File: config.mk
export PLATFORM = sky130hd
export DESIGN_NAME = fire_dispatch_multi
export DESIGN_NICKNAME = d
export VERILOG_FILES = /design/src/rtl/ucaspian_dispatch_pkg.sv /design/src/rtl/range_fifo.sv /design/src/rtl/fire_dispatch_multi.sv
export SDC_FILE = /design/constraint.sdc
export NUM_CORES = 1
export LEC_CHECK = 0
export BUFFER_PORTS_ARGS = -buffer_cell sky130_fd_sc_hd__buf_2
export CAP_MARGIN = 10
export CORE_MARGIN = 4
export CORE_UTILIZATION = 51
export CTS_BUF_LIST = sky130_fd_sc_hd__clkbuf_16
export DETAILED_ROUTE_END_ITERATION = 10
export PLACE_DENSITY_LB_ADDON = 0.2
export SYNTH_ARGS = -nofsm -noshare
export SYNTH_HDL_FRONTEND = slang
export SYNTH_SLANG_ARGS = --single-unit
File: constraint.sdc
create_clock -name clk -period 3.3 [get_ports clk]
set_input_delay 0.66 -clock clk [delete_from_list [all_inputs] [get_ports clk]]
set_output_delay 0.66 -clock clk [all_outputs]
set_load 0.02 [all_outputs]
File: src/rtl/ucaspian_dispatch_pkg.sv
// Shared types for the fire dispatcher: range record (sized for the widest supported index) and FSM state.
// Combinational only; no latency or backpressure of its own.
package ucaspian_dispatch_pkg;

    localparam int IDX_W_MAX = 32;

    typedef logic [IDX_W_MAX-1:0] gidx_t;

    typedef struct packed {
        gidx_t start_idx;
        gidx_t end_idx;
    } syn_range_t;

    typedef enum logic {
        IDLE  = 1'b0,
        ISSUE = 1'b1
    } dispatch_state_e;

endpackage

File: src/rtl/range_fifo.sv
// Synchronous FIFO of syn_range_t; data visible at head one cycle after push, pop_dat is combinational.
// No internal protection: caller must not push when full nor pop when empty (gate with count).
module range_fifo
    import ucaspian_dispatch_pkg::*;
#(
    parameter int DEPTH = 2,
    localparam int PTR_W = $clog2(DEPTH),
    localparam int CNT_W = PTR_W + 1
) (
    input  logic             clk,
    input  logic             reset_n,
    input  logic             push,
    input  syn_range_t       push_dat,
    input  logic             pop,
    output syn_range_t       pop_dat,
    output logic [CNT_W-1:0] count
);

    syn_range_t       mem [DEPTH];
    logic [PTR_W-1:0] wr_ptr;
    logic [PTR_W-1:0] rd_ptr;

    assign pop_dat = mem[rd_ptr];

    always_ff @(posedge clk or negedge reset_n) begin
        if (!reset_n) begin
            for (int i = 0; i < DEPTH; i++) begin
                mem[i] <= '0;
            end
            wr_ptr <= '0;
            rd_ptr <= '0;
            count  <= '0;
        end else begin
            if (push) begin
                mem[wr_ptr] <= push_dat;
                wr_ptr      <= wr_ptr + PTR_W'(1);
            end
            if (pop) begin
                rd_ptr <= rd_ptr + PTR_W'(1);
            end
            count <= count + CNT_W'(push) - CNT_W'(pop);
        end
    end

endmodule

File: src/rtl/fire_dispatch_multi.sv
// Streams queued synapse index ranges one index per cycle to the unit chosen by the index MSBs; pop-to-valid 1 cycle, back-to-back ranges bubble-free.
// Valid holds until the selected unit's ready; input ready is enable & FIFO not full. FIRE_DISPATCH_STATS_EN adds fire_count.
module fire_dispatch_multi
    import ucaspian_dispatch_pkg::*;
#(
    parameter int NUM_UNITS   = 4,
    parameter int SYN_ADDR_W  = 10,
    parameter int RANGE_DEPTH = 2,
    localparam int SEL_W = $clog2(NUM_UNITS),
    localparam int IDX_W = SEL_W + SYN_ADDR_W
) (
    input  logic                            clk,
    input  logic                            reset_n,
    input  logic                            enable,
    output logic                            step_done,
    input  logic [IDX_W-1:0]                syn_start,
    input  logic [IDX_W-1:0]                syn_end,
    input  logic                            syn_in_vld,
    output logic                            syn_in_rdy,
    output logic [NUM_UNITS-1:0]            syn_vld,
    output logic [NUM_UNITS*SYN_ADDR_W-1:0] syn_addr,
    input  logic [NUM_UNITS-1:0]            syn_rdy,
    output logic                            range_err
`ifdef FIRE_DISPATCH_STATS_EN
    ,
    output logic [31:0]                     fire_count
`endif
);

    localparam int CNT_W = $clog2(RANGE_DEPTH) + 1;

    syn_range_t      push_dat;
    syn_range_t      pop_dat;
    logic            push;
    logic            pop;
    logic [CNT_W-1:0] count;
    logic [CNT_W-1:0] count_next;

    dispatch_state_e state;
    dispatch_state_e state_next;
    logic [IDX_W-1:0] cur_idx;
    logic [IDX_W-1:0] last_idx;
    logic [IDX_W-1:0] cur_next;
    logic [IDX_W-1:0] last_next;
    logic [IDX_W-1:0] pop_start;
    logic [IDX_W-1:0] pop_end;
    logic [SEL_W-1:0] sel;
    logic             hs;
    logic             at_last;
    logic             bad_range;
    logic             rdy_q;

    assign push_dat   = '{start_idx: gidx_t'(syn_start), end_idx: gidx_t'(syn_end)};
    assign pop_start  = pop_dat.start_idx[IDX_W-1:0];
    assign pop_end    = pop_dat.end_idx[IDX_W-1:0];

    generate
        if (IDX_W < IDX_W_MAX) begin : g_unused
            logic unused_hi;
            assign unused_hi = ^{pop_dat.start_idx[IDX_W_MAX-1:IDX_W], pop_dat.end_idx[IDX_W_MAX-1:IDX_W]};
        end
    endgenerate

    range_fifo #(.DEPTH(RANGE_DEPTH)) u_range_fifo (
        .clk      (clk),
        .reset_n  (reset_n),
        .push     (push),
        .push_dat (push_dat),
        .pop      (pop),
        .pop_dat  (pop_dat),
        .count    (count)
    );

    // rdy_q is the not-full view of the next count, so ready is low throughout reset
    assign syn_in_rdy = enable & rdy_q;
    assign push       = syn_in_vld & syn_in_rdy;

    assign sel       = cur_idx[IDX_W-1 -: SEL_W];
    assign hs        = (state == ISSUE) & syn_rdy[sel];
    assign at_last   = (cur_idx == last_idx);
    assign pop       = enable & (count != '0) & ((state == IDLE) | (hs & at_last));
    assign bad_range = (pop_start > pop_end);
    assign count_next = count + CNT_W'(push) - CNT_W'(pop);

    always_comb begin
        state_next = state;
        cur_next   = cur_idx;
        last_next  = last_idx;
        if (pop) begin
            if (bad_range) begin
                state_next = IDLE;
            end else begin
                state_next = ISSUE;
                cur_next   = pop_start;
                last_next  = pop_end;
            end
        end else if (hs) begin
            if (!at_last) begin
                cur_next = cur_idx + IDX_W'(1);
            end else begin
                state_next = IDLE;
            end
        end
    end

    always_ff @(posedge clk or negedge reset_n) begin
        if (!reset_n) begin
            state     <= IDLE;
            cur_idx   <= '0;
            last_idx  <= '0;
            rdy_q     <= 1'b0;
            step_done <= 1'b1;
            range_err <= 1'b0;
        end else begin
            state     <= state_next;
            cur_idx   <= cur_next;
            last_idx  <= last_next;
            rdy_q     <= (count_next != CNT_W'(RANGE_DEPTH));
            step_done <= (state_next == IDLE) & (count_next == '0);
            if (pop && bad_range) begin
                range_err <= 1'b1;
            end
        end
    end

    always_comb begin
        syn_vld = '0;
        if (state == ISSUE) begin
            syn_vld[sel] = 1'b1;
        end
    end

    assign syn_addr = {NUM_UNITS{cur_idx[SYN_ADDR_W-1:0]}};

`ifdef FIRE_DISPATCH_STATS_EN
    always_ff @(posedge clk or negedge reset_n) begin
        if (!reset_n) begin
            fire_count <= '0;
        end else if (hs && (fire_count != '1)) begin
            fire_count <= fire_count + 32'd1;
        end
    end
`endif

endmodule

# Word-level counts from Yosys, hierarchy flattened
# Cells that the tools add are included.
word_totals:
  regBits: 160
  in_bits: 32
  output_inout_bits: 47
op_classes:
  addsub: 5
  n_lt_le_gt_ge: 6
  n_eq_ne: 4
  n_mux: 19
  bitwise: 13
  reduce_logical: 8
ops:
  columns: ["cell", "count"]
  rows:
  - ["2-to-1 mux 44 bit", 3]
  - ["bitwise mux 128 bit", 1]
  - ["demux 64 bit (select 1 bit)", 1]
  - ["2-to-1 mux 64 bit", 1]
  - ["2-to-1 mux 12 bit", 4]
  - ["adder 12 x 1 -> 12 bit, second input constant", 1]
  - ["== test 12 bit", 1]
  - ["greater-than comparator 12 bit", 1]
  - ["AND 1 bit", 7]
  - ["2-to-1 mux 1 bit", 6]
  - ["!= test 2 bit, second input constant", 3]
  - [">= comparator 2 bit, second input constant", 2]
  - ["2-to-1 mux 4 bit", 1]
  - ["NOT 1 -> 2 bit", 2]
  - ["nonzero test 2 bit", 2]
  - ["logical AND 1 bit", 3]
  - ["< comparator 2 x 3 -> 1 bit, second input constant", 1]
  - ["NOT 1 bit", 3]
  - ["AND reduction 3 bit", 1]
  - ["adder 1 bit, second input constant", 2]
  - ["adder 2 x 1 -> 2 bit", 1]
  - ["binary-select mux 1 bit (select 2 bit)", 1]
  - ["demux 1 bit (select 2 bit)", 1]
  - [">= comparator 2 x 1 -> 1 bit, second input constant", 1]
  - ["5 further kinds", 5]

# Depth between registers and ports, before layout
# Gate-level depths: netlist (run 1).
depth:
  depth_word: 9
  ltp_mapped: 13
  ltp_nobuf: 11

# By module
# From an unflattened synthesis (run 1), not the netlist that was laid out.
unflattened:
  cells_unflattened: 606
  hier_area_um2: 8281.7
by_module_without_submodules:
  columns: ["mod", "n_inst", "cells_per_inst", "area_per_inst_um2", "seq_area_each_um2"]
  rows:
  - ["range_fifo", 1, 354, 6009.5, 3303.2]
  - ["fire_dispatch_multi", 1, 252, 2272.2, 701.9]

# Worst setup path after synthesis (run 1)
# Ideal clock, no wire load.
synth_timing:
  path_type: "register to register"
  startpoint: "register u_range_fifo.rd_ptr"
  endpoint: "register cur_idx[0]"
  setup_time_ns: 0.120
  t_arrival_ns: 3.210
  setup_slack_ns: -0.031
  stages_incl_launch_ff: 13
  path_buffers: 4
  period_less_slack_ns: 3.331
  path_cell_list: "dfrtp_1 clkbuf_1 buf_1 buf_2 mux2i_1 ha_1 a21oi_1 nand3_1 a221oi_1 a21oi_1 clkbuf_1 a211o_1 o211a_1"
synth_between:
  elab_chain_cells: 7
synth_rtl:
  columns: ["element", "line_no", "source"]
  rows:
  - ["from (decl)", "range_fifo.sv:21", "logic [PTR_W-1:0] rd_ptr;"]
  - ["from (signal assigned)", "range_fifo.sv:39", "rd_ptr <= rd_ptr + PTR_W'(1);"]
  - ["NOT 1 -> 2 bit (not written as such) *", "range_fifo.sv:23", "assign pop_dat = mem[rd_ptr];"]
  - ["2-to-1 mux 44 bit (not written as such) * (3 in series)", "range_fifo.sv:23", null]
  - ["greater-than comparator 12 bit", "fire_dispatch_multi.sv:82", "assign bad_range = (pop_start > pop_end);"]
  - ["!= test 2 bit (no line)", null, null]
  - ["AND reduction 3 bit (no line)", null, null]
  - ["to (signal assigned)", "fire_dispatch_multi.sv:116", "cur_idx <= cur_next;"]
  - ["to (decl)", "fire_dispatch_multi.sv:41", "logic [IDX_W-1:0] cur_idx;"]
# Every way passes the cells marked *; elsewhere a longest branch is shown, timed or not. The select of a mux whose other input is x is not followed.
# A chain may end at the register's enable or synchronous reset.

# Worst setup path in the final report (run 1)
layout_timing:
  startpoint: "register u_range_fifo.rd_ptr"
  endpoint: "register cur_idx[5]"
# The elaborated chain is that of the path after synthesis.

==> results of run 1 <==
[flip-flops by register name, indices dropped and copies added (netlist names)]
name	flops
cur_idx	12
step_done	1
rdy_q	1
u_range_fifo.count	2
state	1
u_range_fifo.rd_ptr	1
last_idx	12
range_err	1
u_range_fifo.wr_ptr	1
u_range_fifo.mem	48
[layout by cell type (no fill, tap or decap), types with 2 or more instances in the layout]
master / count
a211o_1: 4
a21oi_1: 9
a2bb2oi_1: 3
and2_1: 3
and3_1: 3
buf_2: 77
buf_4: 9
bufinv_16: 3
clkbuf_16: 9
dfrtp_1: 79
ha_1: 15
inv_1: 9
mux2_2: 61
mux2i_1: 12
nand2_1: 12
nand2b_1: 4
nand3_1: 7
nand4_1: 11
nor2_1: 4
nor3_1: 4
nor3b_1: 2
o211ai_1: 2
o21ai_0: 26
o221a_1: 3
o31ai_1: 2
xnor2_1: 15
[cells by family after synthesis]
| kind of cell | share of synthesized area [%] |
|---|---|
| mux | 19.01 |
| flops | 45.90 |
| fa+ha+maj | 4.300 |
| buf+inv | 9.805 |
| xor+xnor | 3.211 |
| simple gates | 6.995 |
| compound gates | 10.78 |
[area by class of cell]
class	count	area, um^2
Clock buffer	9	225.2
Clock inverter	6	101.3
Fill cell	688	3376
Inverter	9	35.03
Multi-Input combinational cell	222	1933
Sequential cell	80	2003
Tap cell	105	131.4
Timing Repair Buffer	86	452.9
[power by group through the flow]
| stage | logic, mW | registers (mW) | clock network [mW] |
|---|---|---|---|
| 6_report | 2.95 | 1.88 | 1.10 |
| 3_3_place_gp | 2.90 | 1.90 | 0 |
| 4_1_cts | 2.97 | 1.88 | 1.12 |
| 3_5_place_dp | 2.95 | 1.90 | 0 |
| 2_1_floorplan | 2.51 | 1.75 | 0 |
| 5_1_grt | 3.24 | 1.95 | 1.16 |
[synthesized netlist by cell type (all sizes together), types with 5 or more instances]
library cell | n | area, um^2
mux2i | 12 | 120.1
inv | 8 | 30.03
o21ai | 26 | 130.1
a21oi | 9 | 45.04
dfrtp | 79 | 1977
nand2b | 5 | 38.78
nand3 | 7 | 35.03
ha | 15 | 187.7
nand4 | 11 | 68.82
buf | 47 | 345.3
mux2 | 61 | 686.9
xnor2 | 15 | 131.4
clkbuf | 12 | 47.55
nand2 | 12 | 45.04
[path summary, 6_finish.rpt]
check / from / end / slack, ps / cells past startpoint
hold reg to reg: range_err / range_err / 470 / 1
min in group asynchronous: reset_n / u_range_fifo.mem[6] / 490 / 1
setup / recovery: u_range_fifo.rd_ptr / cur_idx[5] / 400 / 10
setup reg to reg: u_range_fifo.rd_ptr / cur_idx[5] / 400 / 10
max in group asynchronous: reset_n / cur_idx[8] / 2160 / 1
hold / removal: range_err / range_err / 470 / 1
[per-layer routing]
layer	vias to the layer above	global-route usage [%]	part of all wire, %
met5	-	0	0
met4	0	5.285	1.2
met3	9	4.014	7.3
met2	106	27.98	46
met1	1438	27.27	46
li1	1368	-	-
[metrics by stage]
| step | std cells | area [um^2] |
|---|---|---|
| after CTS | 517 | 4882 |
| after global placement | 502 | 4556 |
| after floorplan | 370 | 4365 |
| after detailed placement | 502 | 4556 |
| final | 517 | 4882 |
| after global routing | 517 | 4882 |
==> results.cfg, run 1 <==
[synth]
synth_area_um2 = 4364
synth_edf_count = 0
syn_avg_cell_area_um2 = 11.80
synth_ff_type = dfrtp_1
synth_cell_types = 51
syn_nets = 417
synth-seq-cells = 80
yosysWarnings = 0
syn_inst = 370
async_reset_ff_share_pct = 100.0
yosysSeqAreaShare_pct = 45.90

[placement]
pre_cts_ws_ps = 380.3
gp_congestion = 0.8705
io_buffers = 78
dp_hpwl_mm = 6.577

[power]
intPower_mw = 3.511
power.share.clock_pct = 18.6
power_frac_seq_pct = 31.7
p_leak_nw = 2.239
p_total_mw = 5.925
comb_power_share_pct = 49.7
power.density_nw_per_um2 = 1214
power.share.switching_pct = 40.74
peakVddDrop_mv = 0.4389
p_sw_mw = 2.414

[critical_path]
critPathCaptureType = flop
critPathMostFrequentCell = buf_4
worstPathArrival_ps = 3130
crit_type = reg2reg
crit_path_max_fanout = 9
cp.required_ps = 3530
crit_chain = buf_4 -> mux2i_1 -> ha_1 -> a21oi_1 -> nand3_1 -> a221oi_1 -> buf_4 -> a211oi_4 -> a211o_1 -> a2bb2oi_1
critPathBufInv = 2
critPathLaunchType = flop
slowest_delay_ps = 460
cp_top_family = compound AO/OA/AOI/OAI gates
slowest_stage = dfrtp_1

[grt]
grt_pass1_wl_mm = 14.49
antenna_found_initial = 0
grt_pass1_vias = 2814
grt.total_usage_pct = 18.61
grt_overflow = 0
grt_max_degree = 81

[cells_and_area]
drive_gt1_share_pct = 41.26
antennaDiodeCount = 0
syn_to_final_growth_pct = 11.87
finalNetCount = 455
final_util_pct = 59.12

[cts]
cts_root_buf = clkbuf_16
cts.path.max_buffers = 2
cts_buffers = 9
cts_htree_levels = 3
insertion_delay_ps = 330
cts.sinks = 80
cts_tree = done
clkTransAtPathRegs_ps = 60
cts_hold_buffers = 0
cts_resized = 0
post_cts.repair.setup_buffers = 0

[floorplanning]
die_h_um = 100.5
rows = 33
die_width_um = 100.5
start_util_pct = 52.85
die_area_um2 = 10100
core_area_um2 = 8258
ios = 79

[routing]
num_vias = 2921
drtPass1Iterations = 6
drc_errors = 0
drt_wl_total_mm = 8.946
viasPerCell = 5.650
drt_iter0_drc = 134
ant_nets = 0
wire_per_inst_um = 17.30

[timing]
final_max_slew_viol_count = 0
clock.fmax_ghz = 0.3443
setup_ws_ps = 395.6
finClkSkew_ps = 4.153
hold_slack_ps = 466.7
slew_headroom_pct = 33.39
period_minus_slack_ps = 2904
hold_viol = 0
setup-tns-final_ps = 0
setup_viol = 0
worst_slew_pin_slew_ps = 999.2
rsz0062_at_grt = false
finalCritPeriodShare_pct = 88.01

[run_status]
outcome = finished clean

[worst_hold_path]
hp-class = reg2reg

[flow_run]
maxCapViolCount = 0
Note: power is estimated with default switching activity, not from simulation.
==> run 2: changes to the inputs <==
CORE_UTILIZATION = 55   (was 51)
SKIP_LAST_GASP = 1   (was default)
clock period = 2.97 ns   (was 3.3 ns; I/O delays follow)
==> results.cfg, run 2 (synthesis results as in run 1) <==
[placement]
gp_congestion = 0.8790
dpl_cell_area_um2 = 4558
dp_hpwl_mm = 6.356
io_buffers = 78
pre_cts_ws_ps = 207.8

[cells_and_area]
antennaDiodeCount = 0
layout_commonest_cell = dfrtp_1
layout_common_cells = 79 x dfrtp_1, 77 x buf_2, 61 x mux2_2
final_util_pct = 62.53
drive_gt1_share_pct = 42.13
reg_top3 = u_range_fifo.mem x48, cur_idx x12, last_idx x12
finalNetCount = 455
top_register = u_range_fifo.mem
syn_to_final_growth_pct = 10.72
largest_reg_flops = 48
final_area_um2 = 4832

[timing]
clock.fmax_ghz = 0.3539
setup-tns-final_ps = 0
setup_ws_ps = 144.2
final_max_slew_viol_count = 0
setup_viol = 0
finalCritPeriodShare_pct = 95.14
hold_viol = 0
rsz0062_at_grt = false
period_minus_slack_ps = 2826
slew_headroom_pct = 34.04
worst_slew_pin_slew_ps = 989.4
finClkSkew_ps = 6.073

[critical_path]
critPathCaptureType = flop
cp.required_ps = 3190
worstPathArrival_ps = 3040
crit_start = u_range_fifo.rd_ptr
crit_path_max_fanout = 19
reg2reg_from = u_range_fifo.rd_ptr
critPathLaunchType = flop
crit_type = reg2reg

[routing]
top_layer_used = met4
met3_length_um = 495
drt_wl_total_mm = 8.688
wire_per_inst_um = 16.87
drt_iter0_drc = 93
num_vias = 2914
viasPerCell = 5.658
ant_nets = 0
dr_wl_met2_mm = 4.026
drtPass1Iterations = 4
drc_errors = 0
drt-met1-wl_mm = 4.049

[floorplanning]
die_area_um2 = 9424
die_width_um = 97.08
start_util_pct = 56.48
die_h_um = 97.08
core_area_um2 = 7727
rows = 32
ios = 79

[cts]
cts_hold_buffers = 0
cts_tree = done
cts.path.max_buffers = 2
cts_htree_levels = 3
cts_root_buf = clkbuf_16
cts_resized = 0
insertion_delay_ps = 330
post_cts.repair.setup_buffers = 0
cts.sinks = 80
clkTransAtPathRegs_ps = 60
cts_buffers = 9

[grt]
grt.total_usage_pct = 19.20
grt_pass1_vias = 2853
grt_overflow = 0
grt_max_degree = 81
grt_pass1_wl_mm = 14.68
antenna_found_initial = 0

[power]
peakVddDrop_mv = 0.5264
p_leak_nw = 2.201
p_total_mw = 6.363
power.density_nw_per_um2 = 1317

[run_status]
outcome = finished clean

[flow_run]
maxCapViolCount = 0

[worst_hold_path]
hp-class = in2async
[run 2: area by class of cell]
| type | count | area [um^2] |
|---|---|---|
| Sequential cell | 80 | 2003 |
| Clock buffer | 9 | 225.2 |
| Multi-Input combinational cell | 222 | 1939 |
| Fill cell | 638 | 2895 |
| Inverter | 9 | 35.03 |
| Timing Repair Buffer | 86 | 452.9 |
| Tap cell | 102 | 127.6 |
| Clock inverter | 7 | 48.80 |
[run 2: worst max-delay path, stage by stage, from the launching register on]
cell	delay [ps]
dfrtp_1	350
buf_4	260
mux2_2	390
ha_1	330
a21oi_1	170
nand3_1	120
a221oi_2	330
a21oi_1	130
buf_4	220
a211o_1	300
o211a_1	130
[run 2: final timing paths]
path,slack (ps),end,depth (start not counted)
hold / removal,440,u_range_fifo.mem[70],1
min in group clk,480,range_err,1
setup / recovery,140,cur_idx[0],10
max in group asynchronous,1910,state,1
setup reg to reg,140,cur_idx[0],10
hold reg to reg,480,range_err,1
[run 2: power by group]
group          switching [mW]  internal, mW  total, mW
registers               0.440          1.63       2.07
clock network           0.436         0.563       1.00
logic                    1.84          1.46       3.30
total                    2.71          3.65       6.36
[run 2: stage by stage]
stage | std cells | hold WS, ps
final | 515 | 435.2
after global placement | 499 | 462.4
after detailed placement | 499 | 460.4
after floorplan | 370 | 298.4
after CTS | 515 | 469.9
after global routing | 515 | 506.4
[run 2: layer usage]
metal	vias up	global-route usage, %
li1	1379	-
met1	1437	27.64
met2	87	29.14
met3	11	3.948
met4	0	6.263
met5	-	0
==> run 3: changes to the inputs <==
PLACE_DENSITY = 0.9   (was default)
PLACE_DENSITY_LB_ADDON = default   (was 0.2)
==> results.cfg, run 3 (synthesis results as in run 1) <==
[floorplanning]
start_util_pct = 56.48
die_width_um = 97.08
rows = 32
die_area_um2 = 9424
ios = 79
die_h_um = 97.08
core_area_um2 = 7727

[placement]
dp.cells = 499
dpl_cell_area_um2 = 4571
dp_hpwl_mm = 6.653
gp_congestion = 0.9830
io_buffers = 78
pre_cts_ws_ps = 134.9

[critical_path]
critPathBufInv = 1
critPathLaunchType = flop
crit_cells = 8
critPathCaptureType = flop
crit_start = u_range_fifo.rd_ptr
worstPathArrival_ps = 3050
r2r_setup_slack_ps = 140
slowest_stage = dfrtp_2
crit_chain = buf_4 -> mux2_2 -> ha_1 -> nand4_1 -> nand2b_1 -> a21oi_1 -> nand2b_4 -> mux2_2
cp_top_family = simple AND/OR/NAND/NOR gates
worstReg2RegEnd = last_idx[0]
crit_path_max_fanout = 21
worstSetupEndpoint = last_idx[0]
critPathMostFrequentCell = mux2_2
cp.required_ps = 3190
slowest_delay_ps = 470
reg2regPathDepth = 8
reg2reg_from = u_range_fifo.rd_ptr
crit_type = reg2reg

[cells_and_area]
final_util_pct = 62.87
final_cell_count_no_fill = 514
antennaDiodeCount = 0
layout_common_cells = 78 x dfrtp_1, 77 x buf_2, 61 x mux2_2
reg_top3 = u_range_fifo.mem x48, cur_idx x12, last_idx x12
syn_to_final_growth_pct = 11.32
drive_gt1_share_pct = 42.48
largest_reg_flops = 48
top_register = u_range_fifo.mem
finalNetCount = 455
final_area_um2 = 4858
fill_cells = 591
layout_commonest_cell = dfrtp_1

[power]
power.share.switching_pct = 42.58
peakVddDrop_mv = 0.6225
intPower_mw = 3.754
power.share.clock_pct = 16.3
p_leak_nw = 2.221
comb_power_share_pct = 51.5
power.density_nw_per_um2 = 1346
p_total_mw = 6.537
power_frac_seq_pct = 32.2
p_sw_mw = 2.784

[grt]
antenna_found_initial = 0
grt_pass1_vias = 2982
grt_max_degree = 81
grt_overflow = 0
grt_pass1_wl_mm = 15.12
grt.total_usage_pct = 20.22

[timing]
worst_slew_pin_slew_ps = 976.3
hold_slack_ps = 422.7
slew_headroom_pct = 34.92
hold_viol = 0
finalCritPeriodShare_pct = 95.19
setup_viol = 0
period_minus_slack_ps = 2827
setup-tns-final_ps = 0
clock.fmax_ghz = 0.3537
final_max_slew_viol_count = 0
finClkSkew_ps = 3.901
setup_ws_ps = 142.9
rsz0062_at_grt = false

[cts]
cts.path.max_buffers = 2
cts_root_buf = clkbuf_16
cts_hold_buffers = 0
cts_buffers = 9
clkTransAtPathRegs_ps = 60
cts_tree = done
cts_htree_levels = 3
insertion_delay_ps = 330
cts.sinks = 80

[flow_run]
maxCapViolCount = 0

[run_status]
outcome = finished clean

[routing]
wire_per_inst_um = 17.83
drt_iter0_drc = 162
drt_wl_total_mm = 9.164
num_vias = 3050
viasPerCell = 5.934
drtPass1Iterations = 6
ant_nets = 0
drc_errors = 0

[worst_hold_path]
hp-class = in2async
-- run 3: cell types whose count changed in the layout (fill, tap and decap cells not counted), sizes merged --
cell,before,now
bufinv,0,1
clkinvlp,3,1
-- run 3: timing repair --
| item | CTS | global route |
|---|---|---|
| setup endpoints to repair | 0 | 12 |
| setup buffers | 0 | 0 |
| resized for setup | 0 | 2 |
-- run 3: layout make-up --
type	instances	area [um^2]	share of cell area, %
clock inverter	6	61.31	1.262
multi-input combinational	222	1939	39.92
clock buffer	9	225.2	4.636
inverter	9	35.03	0.7211
sequential	80	2004	41.26
timing repair buffer	86	465.4	9.580
tap	102	127.6	2.627
-- run 3: how the worst min path moves through the flow --
stage	endpoint	from	depth (start not counted)	slack, ps
after floorplan	cur_idx[0]	reset_n	0	300
after global placement	range_err	range_err	1	450
after detailed placement	range_err	range_err	1	480
after CTS	u_range_fifo.mem[64]	reset_n	1	460
after global routing	u_range_fifo.mem[105]	syn_start[9]	2	500
final	u_range_fifo.mem[64]	reset_n	1	420
-- run 3: per-layer routing --
layer | up-vias | GRT usage (%) | routed length, um
li1 | 1373 | - | -
met1 | 1513 | 27.38 | 3846
met2 | 145 | 31.00 | 4354
met3 | 19 | 4.738 | 756
met4 | 0 | 9.179 | 208
met5 | - | 0 | 0
-- run 3: worst register-to-register path: stages (launching register included) --
cell	delay, ps
dfrtp_2	470
buf_4	230
mux2_2	370
ha_1	340
nand4_1	170
nand2b_1	250
a21oi_1	230
nand2b_4	310
mux2_2	360
-- run 3: power by group through the flow --
stage | Sequential (mW) | Clock [mW] | Combinational (mW)
finish | 2.10 | 1.07 | 3.37
global route | 2.19 | 1.14 | 3.64
floorplan | 1.95 | 0 | 2.82
global placement | 2.08 | 0 | 3.15
detailed placement | 2.11 | 0 | 3.29
CTS | 2.10 | 1.09 | 3.35
